===== config.mk =====
export PLATFORM = sky130hd
export DESIGN_NAME = vga_timing_flat
export DESIGN_NICKNAME = d
export VERILOG_FILES = /design/src/rtl/vga_pkg.sv /design/src/rtl/vga_if.sv /design/src/rtl/vga_axis_cnt.sv /design/src/rtl/vga_timing.sv /design/src/flat_wrapper.sv
export SDC_FILE = /design/constraint.sdc
export NUM_CORES = 1
export LEC_CHECK = 0
export ABC_CLOCK_PERIOD_IN_PS = 6300
export CAP_MARGIN = 10
export CORE_ASPECT_RATIO = 1.25
export CORE_MARGIN = 1.5
export CORE_UTILIZATION = 54
export CTS_CLUSTER_DIAMETER = 60
export CTS_CLUSTER_SIZE = 25
export DETAILED_ROUTE_END_ITERATION = 16
export GPL_TIMING_DRIVEN = 0
export PLACE_DENSITY = 0.91
export SYNTH_ARGS = -nofsm -noshare
export SYNTH_HDL_FRONTEND = slang
export SYNTH_SLANG_ARGS = --single-unit

===== constraint.sdc =====
create_clock -name clk -period 6.3 [get_ports clk]
set_clock_uncertainty 0.05 [all_clocks]
set_input_delay 1.26 -clock clk [delete_from_list [all_inputs] [get_ports clk]]
set_output_delay 1.26 -clock clk [all_outputs]
set_load 0.05 [all_outputs]

===== src/rtl/vga_pkg.sv =====
// Shared XGA 1024x768@60 raster constants used by the timing generator and
// by every drawing stage that needs to agree on the visible area.
package vga_pkg;

    localparam int CNT_W   = 11;
    localparam int FRAME_W = 16;

    localparam int H_ACTIVE = 1024;
    localparam int H_FP     = 24;
    localparam int H_SYNC   = 136;
    localparam int H_BP     = 160;
    localparam int H_TOTAL  = H_ACTIVE + H_FP + H_SYNC + H_BP;

    localparam int V_ACTIVE = 768;
    localparam int V_FP     = 3;
    localparam int V_SYNC   = 6;
    localparam int V_BP     = 29;
    localparam int V_TOTAL  = V_ACTIVE + V_FP + V_SYNC + V_BP;

    // XGA uses negative-going sync pulses
    localparam logic XGA_SYNC_ACTIVE = 1'b0;

endpackage


===== src/rtl/vga_if.sv =====
// Raster bundle passed down the draw pipeline: counters plus sync/blank.
interface vga_if;
    import vga_pkg::*;

    logic [CNT_W-1:0] hcount;
    logic [CNT_W-1:0] vcount;
    logic             hsync;
    logic             vsync;
    logic             hblnk;
    logic             vblnk;

    modport out (output hcount, vcount, hsync, vsync, hblnk, vblnk);
    modport in  (input  hcount, vcount, hsync, vsync, hblnk, vblnk);
endinterface


===== src/rtl/vga_axis_cnt.sv =====
// One raster axis: wrapping counter with registered blank/sync derived from
// the next count, so both line up with the count they describe.
module vga_axis_cnt #(
    parameter int   ACTIVE      = 1024,
    parameter int   FP          = 24,
    parameter int   SYNC        = 136,
    parameter int   BP          = 160,
    parameter logic SYNC_ACTIVE = 1'b0
) (
    input  logic                     clk,
    input  logic                     rst_n,
    input  logic                     en,
    output logic [vga_pkg::CNT_W-1:0] count,
    output logic                     blnk,
    output logic                     sync,
    output logic                     wrap
);
    import vga_pkg::*;

    localparam int TOTAL = ACTIVE + FP + SYNC + BP;

    if (TOTAL > (2 ** CNT_W) - 1) begin : g_width_check
        $error("vga_axis_cnt: ACTIVE+FP+SYNC+BP does not fit in the count width");
    end

    localparam logic [CNT_W-1:0] LAST       = CNT_W'(TOTAL - 1);
    localparam logic [CNT_W-1:0] BLNK_START = CNT_W'(ACTIVE);
    localparam logic [CNT_W-1:0] SYNC_START = CNT_W'(ACTIVE + FP);
    localparam logic [CNT_W-1:0] SYNC_END   = CNT_W'(ACTIVE + FP + SYNC);

    logic [CNT_W-1:0] count_nxt;

    assign wrap = (count == LAST);

    always_comb begin
        count_nxt = count;
        if (en) begin
            count_nxt = wrap ? '0 : count + CNT_W'(1);
        end
    end

    always_ff @(posedge clk or negedge rst_n) begin
        if (!rst_n) begin
            count <= '0;
            blnk  <= 1'b0;
            sync  <= ~SYNC_ACTIVE;
        end else begin
            count <= count_nxt;
            blnk  <= (count_nxt >= BLNK_START);
            sync  <= ((count_nxt >= SYNC_START) && (count_nxt < SYNC_END)) ?
                     SYNC_ACTIVE : ~SYNC_ACTIVE;
        end
    end

endmodule


===== src/rtl/vga_timing.sv =====
// Raster timing generator: horizontal and vertical axis counters, plus a
// frame-start strobe and frame counter for game-tick logic.
module vga_timing #(
    parameter int   H_ACTIVE    = vga_pkg::H_ACTIVE,
    parameter int   H_FP        = vga_pkg::H_FP,
    parameter int   H_SYNC      = vga_pkg::H_SYNC,
    parameter int   H_BP        = vga_pkg::H_BP,
    parameter int   V_ACTIVE    = vga_pkg::V_ACTIVE,
    parameter int   V_FP        = vga_pkg::V_FP,
    parameter int   V_SYNC      = vga_pkg::V_SYNC,
    parameter int   V_BP        = vga_pkg::V_BP,
    parameter logic SYNC_ACTIVE = vga_pkg::XGA_SYNC_ACTIVE
) (
    input  logic                        clk,
    input  logic                        rst,
    vga_if.out                          vout,
    output logic                        frame_start,
    output logic [vga_pkg::FRAME_W-1:0] frame_cnt
);
    import vga_pkg::*;

    logic             run_q;
    logic             h_wrap;
    logic             v_wrap;
    logic             frame_start_q;
    logic [FRAME_W-1:0] frame_cnt_q;
    logic [CNT_W-1:0] hcount;
    logic [CNT_W-1:0] vcount;
    logic             hsync;
    logic             vsync;
    logic             hblnk;
    logic             vblnk;

    // Release is taken on the first edge after rst rises; that edge holds (0,0)
    always_ff @(posedge clk or negedge rst) begin
        if (!rst) begin
            run_q <= 1'b0;
        end else begin
            run_q <= 1'b1;
        end
    end

    vga_axis_cnt #(
        .ACTIVE(H_ACTIVE), .FP(H_FP), .SYNC(H_SYNC), .BP(H_BP),
        .SYNC_ACTIVE(SYNC_ACTIVE)
    ) u_h (
        .clk(clk), .rst_n(rst), .en(run_q),
        .count(hcount), .blnk(hblnk), .sync(hsync), .wrap(h_wrap)
    );

    vga_axis_cnt #(
        .ACTIVE(V_ACTIVE), .FP(V_FP), .SYNC(V_SYNC), .BP(V_BP),
        .SYNC_ACTIVE(SYNC_ACTIVE)
    ) u_v (
        .clk(clk), .rst_n(rst), .en(run_q & h_wrap),
        .count(vcount), .blnk(vblnk), .sync(vsync), .wrap(v_wrap)
    );

    always_ff @(posedge clk or negedge rst) begin
        if (!rst) begin
            frame_start_q <= 1'b0;
            frame_cnt_q   <= '0;
        end else begin
            frame_start_q <= run_q & h_wrap & v_wrap;
            if (run_q & h_wrap & v_wrap) begin
                frame_cnt_q <= frame_cnt_q + FRAME_W'(1);
            end
        end
    end

    assign vout.hcount = hcount;
    assign vout.vcount = vcount;
    assign vout.hsync  = hsync;
    assign vout.vsync  = vsync;
    assign vout.hblnk  = hblnk;
    assign vout.vblnk  = vblnk;
    assign frame_start = frame_start_q;
    assign frame_cnt   = frame_cnt_q;

endmodule

===== src/flat_wrapper.sv =====
// flat-port wrapper written by rule: the top's interface ports become plain ports
module vga_timing_flat import vga_pkg::*;
#(
    parameter int   H_ACTIVE    = vga_pkg::H_ACTIVE,
    parameter int   H_FP        = vga_pkg::H_FP,
    parameter int   H_SYNC      = vga_pkg::H_SYNC,
    parameter int   H_BP        = vga_pkg::H_BP,
    parameter int   V_ACTIVE    = vga_pkg::V_ACTIVE,
    parameter int   V_FP        = vga_pkg::V_FP,
    parameter int   V_SYNC      = vga_pkg::V_SYNC,
    parameter int   V_BP        = vga_pkg::V_BP,
    parameter logic SYNC_ACTIVE = vga_pkg::XGA_SYNC_ACTIVE
)
  (clk, rst, frame_start, frame_cnt, vout_hcount, vout_vcount, vout_hsync, vout_vsync, vout_hblnk, vout_vblnk);
  vga_if vout_i ();
  input  logic clk;
  input  logic rst;
  output logic frame_start;
  output logic [vga_pkg::FRAME_W-1:0] frame_cnt;
  output wire logic [$bits(vout_i.hcount)-1:0] vout_hcount;
  output wire logic [$bits(vout_i.vcount)-1:0] vout_vcount;
  output wire logic [$bits(vout_i.hsync)-1:0] vout_hsync;
  output wire logic [$bits(vout_i.vsync)-1:0] vout_vsync;
  output wire logic [$bits(vout_i.hblnk)-1:0] vout_hblnk;
  output wire logic [$bits(vout_i.vblnk)-1:0] vout_vblnk;
  assign vout_hcount = vout_i.hcount;
  assign vout_vcount = vout_i.vcount;
  assign vout_hsync = vout_i.hsync;
  assign vout_vsync = vout_i.vsync;
  assign vout_hblnk = vout_i.hblnk;
  assign vout_vblnk = vout_i.vblnk;
  vga_timing #(.H_ACTIVE(H_ACTIVE), .H_FP(H_FP), .H_SYNC(H_SYNC), .H_BP(H_BP), .V_ACTIVE(V_ACTIVE), .V_FP(V_FP), .V_SYNC(V_SYNC), .V_BP(V_BP), .SYNC_ACTIVE(SYNC_ACTIVE)) u_core (.clk(clk), .rst(rst), .vout(vout_i), .frame_start(frame_start), .frame_cnt(frame_cnt));
endmodule

* Yosys cells after proc, flatten, opt, wreduce, memory -nomap -nowiden *
Index checks and enable logic that the tools add are counted.

cells by class
  muxes and demuxes = 6
  eq/ne operators = 2
  bitwise operators = 2
  add/subtract/negate cells = 3
  $lt $le $gt $ge = 6
  reductions and logical operators = 2

operator list
  operator               number
  $mux 11                4
  $add 11x1->11 const B  2
  $ge 11x10->1 const B   2
  $ge 11x11->1 const B   2
  $add 16x1->16 const B  1
  $eq 11x10->1 const B   1
  $eq 11x11->1 const B   1
  $lt 11x10->1 const B   1
  $lt 11x11->1 const B   1
  $and 1x1->1            2
  $logic_and 1x1->1      2
  $mux 1                 2

storage, ports and cells
  logic and storage cells = 30
  flip-flop bits (word level) = 44
  output and inout bits = 43
  input port bits = 2

* Logic depth before layout (Yosys ltp) *
  word-level depth = 6
  depth in mapped cells = 10
  mapped depth without buffers = 8

* Modules after synthesis *
A second synthesis with hierarchy kept.

unflattened totals
  cell total of the unflattened synthesis = 239
  area total of the unflattened synthesis = 2442.3 um^2

by module, submodules not included
  module                      sequential area each (um^2)  cells each  times used  area an instance (um^2)
  vga_axis_cnt at u_core.u_v  326.6                        100         1           935.9
  vga_timing                  450.4                        66          1           793.3
  vga_axis_cnt at u_core.u_h  301.5                        73          1           713.2

* Worst setup path before layout *
Ideal clock, no wire load.

  kind = flip-flop to flip-flop
  start = reg u_core.u_h.count[7] (netlist name)
  end = reg u_core.frame_cnt_q[14], in the netlist u_core.frame_cnt[14]
  data required time = 6.109 ns
  period minus slack after synthesis = 2.651 ns
  path slack = 3.649 ns
  stages on the path, launching flop included = 10
  arrival = 2.460 ns
  buffers on the path = 3
  setup time = 0.141 ns
  cell sequence = dfrtp_1 -> buf_2 -> or4b_4 -> nor3_4 -> and2_1 -> buf_4 -> and4_1 -> buf_4 -> nand4_1 -> xnor2_1

on the way
  longest elaborated chain between the ends = 3

ends and longest elaborated chain
  element                    RTL line            RTL
  start: declaration         vga_axis_cnt.sv:13  output logic [vga_pkg::CNT_W-1:0] count,
  start signal: assignment   vga_axis_cnt.sv:48  count <= count_nxt;
  $eq 11x11->1               vga_axis_cnt.sv:33  assign wrap = (count == LAST);
  $and 1x1->1 (2 in series)  vga_timing.sv:65    if (run_q & h_wrap & v_wrap) begin
  end signal: assignment     vga_timing.sv:66    frame_cnt_q <= frame_cnt_q + FRAME_W'(1);
  end: declaration           vga_timing.sv:26    logic [FRAME_W-1:0] frame_cnt_q;

Every way passes these cells.
A chain may end at the register's enable or synchronous reset.

==> impl_metrics.env <==
export IMPL_overflow=0
export IMPL_layout_min_cycle_time_ns=2.964
export IMPL_synth_area_per_cell_um2=10.37
export IMPL_fin_crit_sh_pct=47.05
export IMPL_synth_area_um2=2115
export IMPL_p_switching_mw=0.2541
export IMPL_cts_tree="yes"
export IMPL_power_density_nw_per_um2=284.0
export IMPL_port_buffers=44
export IMPL_ys_seq_area_share_pct=51.01
export IMPL_crit_path_end="vout_hcount[10]"
export IMPL_hold_violations=0
export IMPL_r2r_cells=7
export IMPL_dieHeight_um=72.96
export IMPL_die_x_um=58.97
export IMPL_worst_r2r_setup_slack_ns=3.62
export IMPL_vias=1739
export IMPL_synth_warnings=0
export IMPL_grt_pass1_vias=1606
export IMPL_ios=45
export IMPL_synth_common_cells="dfrtp_1, nand2_1, xnor2_1, nor2_1"
export IMPL_status="finished, final reports clean"
export IMPL_ys_flop_type="dfrtp_1"
export IMPL_required_ns=4.99
export IMPL_holdBufCountCts=0
export IMPL_swShare_pct=32.70
export IMPL_power_mw=0.7771
export IMPL_cp_top_family="buffers and inverters"
export IMPL_synth_edf_count=0
export IMPL_multi_input_comb_area_um2=958.4
export IMPL_first_iter_violations=54
export IMPL_firstDrtPassIters=4
export IMPL_cts_root_buffer="clkbuf_8"
export IMPL_worstMarginPinSlew_ns=0.9309
export IMPL_cts_sinks=43
export IMPL_crit_chain="buf_4 > clkdlybuf4s50_1"
export IMPL_n_antenna_cell=0
export IMPL_hold_path_class="flop to flop"
export IMPL_crit_type="flop to output pin"
export IMPL_vias_per_cell=5.875
export IMPL_cp_end_kind="output pin"
export IMPL_synth_seq_cells=43
export IMPL_cts_setup_buffers=0
export IMPL_p_leak_nw=1.202
export IMPL_arrival_ns=1.65
export IMPL_rsz0062_at_grt="false"
export IMPL_initial_utilization_pct=56.33
export IMPL_drc=0
export IMPL_max_stage_delay_ns=0.78
export IMPL_worstSetupPathDepth=2
export IMPL_final_max_slew_violation_count=0
export IMPL_die_area_um2=4302
export IMPL_cts_htree_levels=2
export IMPL_cp_max_fo=7
export IMPL_clk_pin_slew_worst_paths_ns=0.08
export IMPL_clkPwrFrac_pct=32.6
export IMPL_worstSetupStartpointType="flop"
export IMPL_yosys_top_cells_area="dfrtp_1, xnor2_1, nand2_1, xor2_1, nand4_1"
export IMPL_pwr_share_comb_pct=24.8
export IMPL_reg2reg_to="u_core.u_v.sync$_DFF_PN1_"
export IMPL_drive_above_1_share_pct=9.375
export IMPL_synth_cells=204
export IMPL_setup_tns_final_ns=0
export IMPL_globalplace_congestion=0.9104
export IMPL_clock_path_buffers=2
export IMPL_core_rowCount=25
export IMPL_dp_hpwl_mm=3.042
export IMPL_antenna_found_initial=0
export IMPL_clock_latency_ns=0.30
export IMPL_syn_nets=210
export IMPL_final_net_count=261
export IMPL_cts_resized=0
export IMPL_max_freq_ghz=0.3374
export IMPL_vdd_drop_max_mv=0.3194
export IMPL_seq_area_um2=1079
export IMPL_async_flop_share_pct=100.0
export IMPL_synth_most_common_cell="dfrtp_1"
export IMPL_ant_nets=0
export IMPL_netlist_area_leader_share_pct=48.52
export IMPL_fillers=273
export IMPL_cp_slowest_cell="clkdlybuf4s50_1"
export IMPL_grt_max_degree=44
export IMPL_wl_per_cell_um=14.37
export IMPL_core_area_um2=3754
export IMPL_grt_util_all_layers_pct=21.45
export IMPL_crit_buf_inv=2
export IMPL_setup_violations_final=0
export IMPL_drv_cap=0
export IMPL_relSlewSlack_pct=37.94
export IMPL_area_growth_pct=29.41
export IMPL_numCtsBuffers=5
export IMPL_wirelength_mm=4.253
export IMPL_grt_first_pass_wirelength_mm=7.051
export IMPL_regToRegStartpoint="u_core.u_h.count[7]$_DFF_PN0_"
export IMPL_power_frac_seq_pct=42.6
export IMPL_cp_startpoint="u_core.u_h.blnk$_DFF_PN0_"
export IMPL_synth_area_leader_cell="dfrtp_1"
export IMPL_synth_distinct_cells=43
export IMPL_p_int_mw=0.5230
-- state kept, by name, summed over array words and instances, names as in the netlist --
signal / flops
u_core.u_v.count: 11
u_core.run_q: 1
u_core.frame_start: 1
u_core.u_v.sync: 1
u_core.u_h.count: 10
u_core.frame_cnt: 16
u_core.u_h.sync: 1
u_core.u_v.blnk: 1
u_core.u_h.blnk: 1
-- power by group through the flow --
stage / clock network (mW) / registers [mW] / logic, mW
6_report: 0.253 / 0.331 / 0.193
5_1_grt: 0.268 / 0.335 / 0.206
4_1_cts: 0.258 / 0.330 / 0.194
3_5_place_dp: 0 / 0.334 / 0.193
3_3_place_gp: 0 / 0.335 / 0.190
2_1_floorplan: 0 / 0.404 / 0.0581
-- through the flow --
step	setup WS (ns)	hold WS, ns	std cells	utilization (%)	cell area, um^2
floorplan	3.649	0.5321	204	-	2115
global placement	2.916	0.4064	288	69.40	2605
detailed placement	3.656	0.4263	288	69.27	2600
CTS	3.329	0.4381	296	72.90	2736
global route	3.279	0.4638	296	72.90	2736
finish	3.336	0.4272	296	72.90	2736
-- layout by cell type (no fill, tap or decap), drive strengths merged, types with 3 or more instances in the layout --
cell type      synthesis  layout
xnor2                 16      16
o21ai                  7       7
buf                    6       7
nand2                 19      19
xor2                   8       8
and4                   3       3
dfrtp                 41      41
clkdlybuf4s50          0      43
clkbuf                 1       6
a21oi                  6       6
nor4                   3       3
inv                    8       8
mux2                   3       3
nand3                  9       9
nor3                   9       9
nand4                  9       9
ha                     4       4
or4                    4       4
and3                   7       7
nor2                  13      13
-- how the worst min path moves through the flow --
stage	from	endpoint	slack [ns]	cells past startpoint
finish	u_core.frame_cnt[15]$_DFFE_PN0P_	u_core.frame_cnt[15]$_DFFE_PN0P_	0.43	1
global route	u_core.frame_cnt[14]$_DFFE_PN0P_	u_core.frame_cnt[14]$_DFFE_PN0P_	0.46	1
CTS	u_core.frame_cnt[15]$_DFFE_PN0P_	u_core.frame_cnt[15]$_DFFE_PN0P_	0.44	1
detailed placement	u_core.frame_cnt[15]$_DFFE_PN0P_	u_core.frame_cnt[15]$_DFFE_PN0P_	0.43	1
global placement	u_core.frame_cnt[15]$_DFFE_PN0P_	u_core.frame_cnt[15]$_DFFE_PN0P_	0.41	1
floorplan	u_core.run_q$_DFF_PN0_	u_core.u_h.count[0]$_DFF_PN0_	0.53	1
-- logic make-up (layout without fill, tap and decap cells) --
| kind of cell | count (synthesis) | after routing | share of synthesized area [%] |
|---|---|---|---|
| simple gates | 86 | 86 | 22.49 |
| flops | 43 | 43 | 51.01 |
| compound gates | 27 | 27 | 8.284 |
| xor+xnor | 24 | 24 | 9.941 |
| buf+inv | 15 | 67 | 3.668 |
| fa+ha+maj | 4 | 4 | 2.367 |
| mux | 4 | 4 | 2.071 |
| other cells | 1 | 1 | 0.1773 |
-- cell type report --
| cell class | count | area share, % |
|---|---|---|
| clock inverter | 3 | 2.469 |
| tap | 40 | 1.829 |
| buffer | 7 | 1.738 |
| inverter | 8 | 1.097 |
| timing repair buffer | 44 | 15.91 |
| sequential | 43 | 39.41 |
| multi-input combinational | 146 | 35.03 |
| clock buffer | 5 | 2.515 |
-- metal layers --
metal  wire (um)  vias to the layer above  track usage [%]
met1        1744                      839            25.79
li1            -                      828                -
met3         243                       10            4.610
met5           0                        -                0
met4          82                        0            10.35
met2        2182                       62            36.05
Note: power is estimated with default switching activity, not from simulation.
==> edit, RTL diff (config.mk and constraints unchanged) <==
Set the package constant `CNT_W` to 13 (it was 11).
--- a/src/rtl/vga_pkg.sv
+++ b/src/rtl/vga_pkg.sv
@@ -2,7 +2,7 @@
 // by every drawing stage that needs to agree on the visible area.
 package vga_pkg;
 
-    localparam int CNT_W   = 11;
+    localparam int CNT_W   = 13;
     localparam int FRAME_W = 16;
 
     localparam int H_ACTIVE = 1024;
Ports: changed (resized vout_hcount and vout_vcount); port bits go from 45 to 49. No check against the original RTL was run, so the function may have changed too.
==> edit against the original RTL <==
Utilization hardly changed. Area after synthesis is 11% higher. Power is 4.2% lower. Die area is 11% higher. Register-to-register slack worse by 0.03 ns. Count of clock-buffer cells in the layout stayed put. Sequential cell count is 5 higher. Routed wire length is 18% higher. Clock power is 27% lower. Setup slack worse by 0.016 ns. Combinational power is 2% higher. Final area is 10% higher. Critical endpoint is now frame_cnt[3]. Largest cell class unchanged. Largest power group unchanged.
==> edit: results (changes against the original RTL) <==
Global routing
  – Met3 usage: 4.89% (was 4.61%)
  – Initial antenna violation count: 0 (unchanged)
  – Met2 Use GR: 39.0% (was 36.0%)
  – M1 GR Usage: 30.2% (was 25.8%)
  – Total Routing Usage GR: 23.8% (was 21.4%)
  – First-pass GRT wire length: 8670 microns (was 7050 microns)
  – Largest net degree at the start of global routing: 36 (was 44)

Routing
  – Drt first-iter violations: 49 (was 54)
  – Vias per cell: 5.62 (was 5.88)
  – Vias: 1916 (was 1739)
  – Routed wire per std cell: 14.7 microns (was 14.4 microns)

Timing
  – Worst Tran Pin Value: 0.524 ns (was 0.931 ns)

Placement
  – Setup slack at placement: 3.64 ns (was 3.66 ns)
  – Post-DP HPWL: 3730 microns (was 3040 microns)
  – Placement Cell Area: 2920 sq um (was 2600 sq um)
  – Number of buffers added on ports: 48 (was 44)
  – Gpl congestion: 0.910 (about the same)
  – Placed instance count: 333 (was 288)

Layout
  – Nets: 290 (was 261)
  – Fill count: 303 (was 273)
  – Layout cells sized above 1: 8.42% (was 9.38%)

Setup path
  – Crit Path Max Fanout: 6 (was 7)
  – WP data arrival: 1.67 ns (was 1.65 ns)
  – Worst path max stage delay: 0.86 ns (was 0.78 ns)
  – Family with the most delay on the worst path: buffers and inverters (unchanged)
  – Slowest cell on crit path: clkdlybuf4s50_1 (unchanged)

Worst hold path
  – Hold Crit Class: flop to flop (unchanged)

Synth
  – Share of flip-flops with an asynchronous set or reset: 100% (unchanged)
  – Seq/Total Area, Yosys: 51.1% (was 51.0%)
  – Cells after synthesis: 228 (was 204)
  – Cells taking the most area after synthesis: dfrtp_1 49%, xnor2_1 5.6%, xor2_1 4.8%, nand3_1 3.2%, nand4_1 3.2% (was dfrtp_1 49%, xnor2_1 6.6%, nand2_1 3.4%, xor2_1 3.3%, nand4_1 2.7%)
  – Synth top cells by count: 46 x dfrtp_1, 20 x nor2_1, 19 x nand2_1, 15 x nand3_1, 15 x xnor2_1 (was 41 x dfrtp_1, 19 x nand2_1, 16 x xnor2_1, 13 x nor2_1)
  – Distinct cell type count after synthesis: 44 (was 43)
  – Ys Warns: 0 (unchanged)
  – Top FF cell, synth: dfrtp_1 (unchanged)

Power and ir drop
  – Static leakage: 0.00139 uW (was 0.00120 uW)
  – Clk pwr: 185 uW (was 253 uW)
  – Comb. pwr: 197 uW (was 193 uW)
  – Psw: 264 uW (was 254 uW)
  – Max VDD drop: 0.000205 V (was 0.000319 V)
  – Switching Share: 35.4% (was 32.7%)

Clock network
  – # Post-CTS Setup Buffers: 0 (unchanged)
  – CTS Buf Count: 5 (unchanged)
  – H-tree levels: 2 (unchanged)
  – Clock Path Buffers: 2 (unchanged)

Outcome
  – Status: complete, no violations (unchanged)
==> edit: cell types whose count changed after synthesis, sizes merged, moves of 4 or more <==
cell,before,now
xor2,8,13
nor2,13,20
nand3,9,15
dfrtp,41,46
nand4,9,13
inv,8,12
==> edit: layout make-up <==
class	instances	area (sq um)	share of cell area (%)
Sequential cell	48	1200	40.0
Multi-Input combinational cell	162	1080	35.8
Timing Repair Buffer	49	495	16.4
Tap cell	56	70.1	2.33
Clock buffer	5	68.8	2.28
Inverter	12	45.0	1.50
Buffer	6	28.8	0.955
Clock inverter	3	23.8	0.789
==> edit: metal layers <==
metal | vias up | wire (microns)
met2 | 48 | 2660
met4 | 0 | 68
met1 | 946 | 2100
li1 | 914 | -
met5 | - | 0
met3 | 8 | 197
==> edit: path summary, 6_finish.rpt <==
check	slack, ns	cells past startpoint	startpoint	to
worst min register to register	0.43	1	u_core.frame_cnt[15]	u_core.frame_cnt[15]
worst min-delay path	0.43	1	u_core.frame_cnt[15]	u_core.frame_cnt[15]
max in group asynchronous	4.86	2	rst	u_core.u_h.sync
worst max-delay path	3.32	1	u_core.frame_cnt[3]	frame_cnt[3]
worst max register to register	3.59	11	u_core.u_h.count[0]	u_core.frame_cnt[14]
min in group asynchronous	0.79	1	rst	u_core.u_v.count[0]
==> edit: logic make-up (layout without fill, tap and decap cells) <==
| kind of cell | count (synthesis) | count (layout) | share of synthesized area [%] |
|---|---|---|---|
| XOR/XNOR | 28 | 28 | 10.4 |
| adder cells (fa/ha/maj) | 4 | 4 | 2.13 |
| AND/OR/NAND/NOR | 101 | 101 | 24.6 |
| buffers and inverters | 18 | 75 | 3.13 |
| multiplexers | 6 | 6 | 2.76 |
| flip-flops | 48 | 48 | 51.1 |
| AO/OA/AOI/OAI | 22 | 22 | 5.69 |
| other | 1 | 1 | 0.159 |
